<file path="src/rtl/alu_status_unit_if.sv">
// rtl/alu_status_unit_if.sv - request and writeback signals between CPU control and the status ALU
interface alu_status_unit_if #(
    parameter int DW = 8
);
    logic          start;
    logic [3:0]    op;
    logic [DW-1:0] a;
    logic [DW-1:0] b;
    logic [7:0]    status_in;
    logic [2:0]    dest;
    logic          busy;
    logic          done;
    logic [DW-1:0] result;
    logic [7:0]    status_out;
    logic          accumulator_con;
    logic          x_con;
    logic          y_con;
    logic          stack_pointer_con;
    logic          status_con;

    modport master (
        output start, op, a, b, status_in, dest,
        input  busy, done, result, status_out,
               accumulator_con, x_con, y_con, stack_pointer_con, status_con
    );

    modport slave (
        input  start, op, a, b, status_in, dest,
        output busy, done, result, status_out,
               accumulator_con, x_con, y_con, stack_pointer_con, status_con
    );
endinterface

</file>
<file path="src/rtl/alu_status_unit.sv">
// rtl/alu_status_unit.sv - multi-cycle 6502-style ALU with NV-BDIZC flags and register write strobes
module alu_status_unit #(
    parameter int DW        = 8,
    parameter bit SUPPORT_D = 1'b1
) (
    input  logic             clk,
    input  logic             rst,
    alu_status_unit_if.slave bus
);
    typedef enum logic [1:0] {IDLE, CALC, ADJ, DONE} state_t;

    localparam logic [3:0] OP_ADC  = 4'd0;
    localparam logic [3:0] OP_SBC  = 4'd1;
    localparam logic [3:0] OP_AND  = 4'd2;
    localparam logic [3:0] OP_ORA  = 4'd3;
    localparam logic [3:0] OP_EOR  = 4'd4;
    localparam logic [3:0] OP_ASL  = 4'd5;
    localparam logic [3:0] OP_LSR  = 4'd6;
    localparam logic [3:0] OP_ROL  = 4'd7;
    localparam logic [3:0] OP_ROR  = 4'd8;
    localparam logic [3:0] OP_INC  = 4'd9;
    localparam logic [3:0] OP_DEC  = 4'd10;
    localparam logic [3:0] OP_CMP  = 4'd11;
    localparam logic [3:0] OP_BIT  = 4'd12;
    localparam logic [3:0] OP_PASS = 4'd13;
    localparam logic [3:0] OP_NOP  = 4'd14;

    state_t        state_q, state_d;
    logic [3:0]    op_q, op_d;
    logic [DW-1:0] a_q, a_d, b_q, b_d;
    logic [7:0]    p_q, p_d;
    logic [2:0]    dest_q, dest_d;
    logic          done_q, done_d;
    logic [DW-1:0] result_q, result_d;
    logic [7:0]    status_q, status_d;
    logic [4:0]    stb_q, stb_d;

    logic          c_in, is_dec, writes_reg;
    logic [DW-1:0] b_eff, bin_r, flag_val;
    logic [DW:0]   sum9, diff9;
    logic          bin_n, bin_v, bin_z, bin_c;
    logic [5:0]    lo_add, lo_add_adj, hi_add, hi_add_adj;
    logic [4:0]    lo_sub, hi_sub;
    logic [3:0]    lo_sub_adj, hi_sub_adj;
    logic [7:0]    dec_r;
    logic          dec_c;

    assign c_in       = p_q[0];
    assign is_dec     = SUPPORT_D && p_q[3] && (op_q == OP_ADC || op_q == OP_SBC);
    assign writes_reg = (op_q <= OP_DEC) || (op_q == OP_PASS);

    always_ff @(posedge clk or posedge rst) begin
        if (rst) state_q <= IDLE;
        else     state_q <= state_d;
    end

    always_comb begin
        state_d = state_q;
        case (state_q)
            IDLE:    if (bus.start) state_d = CALC;
            CALC:    state_d = is_dec ? ADJ : DONE;
            ADJ:     state_d = DONE;
            default: state_d = IDLE;
        endcase
    end

    always_comb begin
        op_d   = op_q;
        a_d    = a_q;
        b_d    = b_q;
        p_d    = p_q;
        dest_d = dest_q;
        if (state_q == IDLE && bus.start) begin
            op_d   = bus.op;
            a_d    = bus.a;
            b_d    = bus.b;
            p_d    = bus.status_in;
            dest_d = bus.dest;
        end
    end

    // Binary datapath; CMP flags come from a-b while the result stays a.
    always_comb begin
        b_eff = (op_q == OP_SBC) ? ~b_q : b_q;
        sum9  = {1'b0, a_q} + {1'b0, b_eff} + {{DW{1'b0}}, c_in};
        diff9 = {1'b0, a_q} + {1'b0, ~b_q} + {{DW{1'b0}}, 1'b1};
        bin_r = a_q;
        bin_c = c_in;
        bin_v = p_q[6];
        case (op_q)
            OP_ADC, OP_SBC: begin
                bin_r = sum9[DW-1:0];
                bin_c = sum9[DW];
                bin_v = (a_q[DW-1] == b_eff[DW-1]) && (sum9[DW-1] != a_q[DW-1]);
            end
            OP_AND:  bin_r = a_q & b_q;
            OP_ORA:  bin_r = a_q | b_q;
            OP_EOR:  bin_r = a_q ^ b_q;
            OP_ASL:  begin bin_r = {a_q[DW-2:0], 1'b0}; bin_c = a_q[DW-1]; end
            OP_LSR:  begin bin_r = {1'b0, a_q[DW-1:1]}; bin_c = a_q[0];    end
            OP_ROL:  begin bin_r = {a_q[DW-2:0], c_in}; bin_c = a_q[DW-1]; end
            OP_ROR:  begin bin_r = {c_in, a_q[DW-1:1]}; bin_c = a_q[0];    end
            OP_INC:  bin_r = a_q + 1'b1;
            OP_DEC:  bin_r = a_q - 1'b1;
            OP_CMP:  bin_c = diff9[DW];
            OP_BIT:  bin_v = b_q[6];
            OP_PASS: bin_r = b_q;
            default: bin_r = a_q;
        endcase
        flag_val = (op_q == OP_CMP) ? diff9[DW-1:0] : bin_r;
        bin_n    = (op_q == OP_BIT) ? b_q[DW-1] : flag_val[DW-1];
        bin_z    = (op_q == OP_BIT) ? ((a_q & b_q) == '0) : (flag_val == '0);
    end

    // BCD adjust, digit by digit, carrying/borrowing between nibbles.
    always_comb begin
        lo_add     = {2'b00, a_q[3:0]} + {2'b00, b_q[3:0]} + {5'd0, c_in};
        lo_add_adj = (lo_add > 6'd9) ? lo_add + 6'd6 : lo_add;
        hi_add     = {2'b00, a_q[7:4]} + {2'b00, b_q[7:4]} + {5'd0, (lo_add_adj > 6'd15)};
        hi_add_adj = (hi_add > 6'd9) ? hi_add + 6'd6 : hi_add;
        lo_sub     = {1'b0, a_q[3:0]} - {1'b0, b_q[3:0]} - {4'd0, ~c_in};
        lo_sub_adj = lo_sub[4] ? lo_sub[3:0] - 4'd6 : lo_sub[3:0];
        hi_sub     = {1'b0, a_q[7:4]} - {1'b0, b_q[7:4]} - {4'd0, lo_sub[4]};
        hi_sub_adj = hi_sub[4] ? hi_sub[3:0] - 4'd6 : hi_sub[3:0];
        if (op_q == OP_SBC) begin
            dec_r = {hi_sub_adj, lo_sub_adj};
            dec_c = ~hi_sub[4];
        end else begin
            dec_r = {hi_add_adj[3:0], lo_add_adj[3:0]};
            dec_c = (hi_add_adj > 6'd15);
        end
    end

    always_comb begin
        done_d   = 1'b0;
        stb_d    = '0;
        result_d = result_q;
        status_d = status_q;
        if ((state_q == CALC && !is_dec) || state_q == ADJ) begin
            done_d = 1'b1;
            if (op_q >= OP_NOP) begin
                status_d = p_q;
            end else begin
                if (state_q == ADJ) begin
                    result_d = dec_r;
                    status_d = {dec_r[7], bin_v, p_q[5:2], (dec_r == 8'd0), dec_c};
                end else begin
                    result_d = bin_r;
                    status_d = {bin_n, bin_v, p_q[5:2], bin_z, bin_c};
                end
                stb_d[0] = 1'b1;
                if (writes_reg) begin
                    case (dest_q)
                        3'd1:    stb_d[4] = 1'b1;
                        3'd2:    stb_d[3] = 1'b1;
                        3'd3:    stb_d[2] = 1'b1;
                        3'd4:    stb_d[1] = 1'b1;
                        default: stb_d    = 5'b00001;
                    endcase
                end
            end
        end
    end

    always_ff @(posedge clk or posedge rst) begin
        if (rst) begin
            op_q     <= '0;
            a_q      <= '0;
            b_q      <= '0;
            p_q      <= '0;
            dest_q   <= '0;
            done_q   <= 1'b0;
            result_q <= '0;
            status_q <= '0;
            stb_q    <= '0;
        end else begin
            op_q     <= op_d;
            a_q      <= a_d;
            b_q      <= b_d;
            p_q      <= p_d;
            dest_q   <= dest_d;
            done_q   <= done_d;
            result_q <= result_d;
            status_q <= status_d;
            stb_q    <= stb_d;
        end
    end

    assign bus.busy              = (state_q != IDLE);
    assign bus.done              = done_q;
    assign bus.result            = result_q;
    assign bus.status_out        = status_q;
    assign bus.accumulator_con   = stb_q[4];
    assign bus.x_con             = stb_q[3];
    assign bus.y_con             = stb_q[2];
    assign bus.stack_pointer_con = stb_q[1];
    assign bus.status_con        = stb_q[0];
endmodule
</file>
<file path="src/flat_wrapper.sv">
// flat-port wrapper written by rule: the top's interface ports become plain ports
module alu_status_unit_flat 
#(
    parameter int DW        = 8,
    parameter bit SUPPORT_D = 1'b1
)
  (clk, rst, bus_start, bus_op, bus_a, bus_b, bus_status_in, bus_dest, bus_busy, bus_done, bus_result, bus_status_out, bus_accumulator_con, bus_x_con, bus_y_con, bus_stack_pointer_con, bus_status_con);
  alu_status_unit_if #(.DW(DW)) bus_i ();
  input  logic clk;
  input  logic rst;
  input wire logic [$bits(bus_i.start)-1:0] bus_start;
  input wire logic [$bits(bus_i.op)-1:0] bus_op;
  input wire logic [$bits(bus_i.a)-1:0] bus_a;
  input wire logic [$bits(bus_i.b)-1:0] bus_b;
  input wire logic [$bits(bus_i.status_in)-1:0] bus_status_in;
  input wire logic [$bits(bus_i.dest)-1:0] bus_dest;
  output wire logic [$bits(bus_i.busy)-1:0] bus_busy;
  output wire logic [$bits(bus_i.done)-1:0] bus_done;
  output wire logic [$bits(bus_i.result)-1:0] bus_result;
  output wire logic [$bits(bus_i.status_out)-1:0] bus_status_out;
  output wire logic [$bits(bus_i.accumulator_con)-1:0] bus_accumulator_con;
  output wire logic [$bits(bus_i.x_con)-1:0] bus_x_con;
  output wire logic [$bits(bus_i.y_con)-1:0] bus_y_con;
  output wire logic [$bits(bus_i.stack_pointer_con)-1:0] bus_stack_pointer_con;
  output wire logic [$bits(bus_i.status_con)-1:0] bus_status_con;
  assign bus_i.start = bus_start;
  assign bus_i.op = bus_op;
  assign bus_i.a = bus_a;
  assign bus_i.b = bus_b;
  assign bus_i.status_in = bus_status_in;
  assign bus_i.dest = bus_dest;
  assign bus_busy = bus_i.busy;
  assign bus_done = bus_i.done;
  assign bus_result = bus_i.result;
  assign bus_status_out = bus_i.status_out;
  assign bus_accumulator_con = bus_i.accumulator_con;
  assign bus_x_con = bus_i.x_con;
  assign bus_y_con = bus_i.y_con;
  assign bus_stack_pointer_con = bus_i.stack_pointer_con;
  assign bus_status_con = bus_i.status_con;
  alu_status_unit #(.DW(DW), .SUPPORT_D(SUPPORT_D)) u_core (.clk(clk), .rst(rst), .bus(bus_i));
endmodule
</file>
<file path="config.mk">
export PLATFORM = sky130hd
export DESIGN_NAME = alu_status_unit_flat
export DESIGN_NICKNAME = d
export VERILOG_FILES = /design/src/rtl/alu_status_unit_if.sv /design/src/rtl/alu_status_unit.sv /design/src/flat_wrapper.sv
export SDC_FILE = /design/constraint.sdc
export NUM_CORES = 1
export LEC_CHECK = 0
export BUFFER_PORTS_ARGS = -buffer_cell sky130_fd_sc_hd__buf_2
export CAP_MARGIN = 20
export CORE_MARGIN = 10
export CORE_UTILIZATION = 52
export CTS_BUF_LIST = sky130_fd_sc_hd__clkbuf_16
export CTS_CLUSTER_DIAMETER = 50
export DETAILED_ROUTE_END_ITERATION = 6
export PLACE_DENSITY_LB_ADDON = 0.3
export SYNTH_ARGS = -nofsm -noshare
export SYNTH_HDL_FRONTEND = slang
export SYNTH_SLANG_ARGS = --single-unit
</file>
<file path="constraint.sdc">
create_clock -name clk -period 9.9 [get_ports clk]
set_input_delay 0.99 -clock clk [delete_from_list [all_inputs] [get_ports clk]]
set_output_delay 0.99 -clock clk [all_outputs]
set_load 0.1 [all_outputs]
</file>
==> flow_metrics.tcl <==
set metrics [dict create \
    status "finished clean" \
    synth_area_mm2 0.006060 \
    wirelength_mm 18.02 \
    diodes 0 \
    crit_path_end "u_core.bus.status_out[1]$_DFFE_PP0P_" \
    fmax_mhz 168.0 \
    h-tree-depth 2 \
    end_kind "flip-flop" \
    placed_cells 903 \
    cap_violations 0 \
    synth_top_flop_cell "dfrtp_1" \
    rrSetupSlack_ps 3950 \
    clockRootBuffer "clkbuf_16" \
    wl_per_cell_um 19.78 \
    grt_pass1_wl_mm 28.66 \
    grt_pass1_vias 5498 \
    netlist_top_cells_count "nand2_1, ha_1, dfrtp_1" \
    syn_avg_cell_area_um2 8.267 \
    hp-class "reg -> reg" \
    synth_warnings 0 \
    std_cell_rows 39 \
    async_reset_ff_share_pct 100.0 \
    ios 57 \
    n_fill_cell 1074 \
    cts_buffers 5 \
    slew_headroom_pct 36.15 \
    worst_slew_pin_slew_ps 957.8 \
    period_share_pct 60.12 \
    worstRegToRegCells 20 \
    register_area_mm2 0.001376 \
    final_cells 911 \
    post-cts-setup-buffer-count 0 \
    dpl-instance-area_mm2 0.006430 \
    vias 5707 \
    setup_slack_ps 3948 \
    die_w_um 128.0 \
    clock_sinks 55 \
    r2r_end "u_core.bus.status_out[1]$_DFFE_PP0P_" \
    synth_cell_types 74 \
    postCtsHoldBufs 0 \
    nNetsFinal 872 \
    initialDrtViolationCount 635 \
    ant_nets 0 \
    synth_edf_count 0 \
    place_ws_ps 4074 \
    grt_usage_pct 21.46 \
    path_max_fanout 16 \
    via_per_inst 6.265 \
    rr_startpoint "u_core.a_q[1]$_DFFE_PP0P_" \
    clk_pin_slew_worst_paths_ps 70 \
    worstSetupStartpointType "flip-flop" \
    tritoncts "yes" \
    route.detailed.drc 0 \
    cp.required_ps 10130 \
    die_y_um 128.0 \
    hold_viol 0 \
    start_util_pct 53.07 \
    synth_seq_cells 55 \
    startpoint "u_core.a_q[1]$_DFFE_PP0P_" \
    die_area_mm2 0.01637 \
    drive_gt1_share_pct 15.89 \
    yosysMostFrequentCell "nand2_1" \
    synth_top_area_cell "dfrtp_1" \
    seq_area_frac_synth_pct 22.71 \
    netlist_instances 733 \
    final_max_slew_viol_count 0 \
    skew_ps 7.430 \
    rsz0062_at_grt "no" \
    hpwl_mm 13.75 \
    grt_antenna_before_repair 0 \
    core_area_mm2 0.01142 \
    synth_top_cell_area_share_pct 22.71 \
    grt_max_degree 56 \
    multi_input_area_mm2 0.004388 \
    design_area_mm2 0.006575 \
    finalCriticalPeriod_ps 5952 \
    drtPass1Iterations 6 \
    crit_arrival_ps 6190 \
    ys_top_cells_by_area "dfrtp_1, ha_1, mux2_2, nand2_1, a21oi_1" \
    crit_type "reg -> reg" \
    syn-num-nets 838 \
    portBuffers 56 \
    cts_buffer_depth 2 \
    grt-ovfl-total 0 \
    finalSetupTns_ps 0 \
    setup_viol 0 \
    clk_latency_ps 310 \
    cts_resized 0 \
    syn_to_final_growth_pct 8.507 \
    gp_congestion 0.9164 \
]
through the flow:
step,utilization [%],hold WS [ps]
finish,57.58,468.1
global route,57.58,509.5
CTS,57.58,467.1
detailed placement,56.31,452.9
global placement,56.31,446.1
floorplan,-,440.5
how the worst min path moves through the flow:
stage / endpoint / slack (ps) / startpoint / cells after the start
after floorplan: u_core.bus.status_out[2]$_DFFE_PP0P_ / 440 / u_core.p_q[2]$_DFFE_PP0P_ / 2
after global placement: u_core.bus.status_out[3]$_DFFE_PP0P_ / 450 / u_core.bus.status_out[3]$_DFFE_PP0P_ / 2
after detailed placement: u_core.bus.status_out[5]$_DFFE_PP0P_ / 450 / u_core.bus.status_out[5]$_DFFE_PP0P_ / 2
after CTS: u_core.bus.status_out[5]$_DFFE_PP0P_ / 470 / u_core.bus.status_out[5]$_DFFE_PP0P_ / 2
after global routing: u_core.bus.result[0]$_DFFE_PP0P_ / 510 / u_core.bus.result[0]$_DFFE_PP0P_ / 2
final: u_core.bus.status_out[5]$_DFFE_PP0P_ / 470 / u_core.bus.status_out[5]$_DFFE_PP0P_ / 2
final cells by class:
type | count | area share [%]
multi-input combinational | 601 | 66.74
sequential | 55 | 20.93
clock inverter | 3 | 0.3045
tap | 143 | 2.721
timing repair buffer | 63 | 5.062
clock buffer | 5 | 1.903
inverter | 41 | 2.341
worst max-delay path, cell delays in order, from the launching register on:
cell and delay (ps):
dfrtp_1 820, inv_1 180, ha_1 370, a211oi_2 370, o21a_1 300, nor3_1 130, a21oi_1 220, mux2i_1 100
a221o_1 350, a211oi_1 300, ha_1 270, ha_1 460, xnor2_1 170, ha_1 260, or2_2 280, o22ai_1 150
a31oi_2 70, or3_2 520, a221oi_1 260, nand4b_1 160, o211ai_1 120
layer usage:
layer | share of wire [%] | GRT usage (%)
met4 | 2.6 | 7.417
met3 | 5.7 | 3.226
met2 | 48 | 35.27
met1 | 44 | 28.01
met5 | 0 | 0
sequential cells by signal, summed over array words and instances, names as in the netlist:
register,flops
u_core.a_q,8
u_core.b_q,8
u_core.bus.result,8
u_core.bus.status_out,8
u_core.p_q,8
u_core.stb_q,5
u_core.op_q,4
u_core.dest_q,3
u_core.state_q,2
u_core.bus.done,1
layout by cell type (no fill, tap or decap), types with 5 or more instances in the layout:
cell type,instances
nor2b_1,15
o21bai_1,5
o22ai_1,9
buf_2,56
o211ai_1,14
a21oi_1,47
inv_1,39
clkbuf_16,5
a211oi_1,7
a21o_1,6
mux2i_1,8
mux2_2,33
nor3_1,19
nand2_1,69
nor4_1,5
nor2_1,51
a31oi_1,10
o21ai_0,38
a221oi_1,6
fa_1,10
o2111ai_1,8
xnor2_1,26
nand2b_1,12
nor3b_1,9
or3_1,7
and2_1,7
ha_1,61
xor2_1,11
dfrtp_1,55
buf_4,7
o31ai_1,8
nand3_1,21
cells by family after synthesis:
| kind of cell | count (synthesis) | share of synthesized area (%) |
|---|---|---|
| DFF | 55 | 22.71 |
| adders and majority gates | 71 | 15.90 |
| xor gates and xnor gates | 38 | 5.616 |
| muxes | 41 | 7.454 |
| buffers and inverters | 77 | 4.873 |
| AOI/OAI and AO/OA | 209 | 23.44 |
| and+or+nand+nor | 242 | 20.01 |
Power is not shown: default switching activity piles up to over one toggle a cycle in this logic, so the estimate is an artifact.
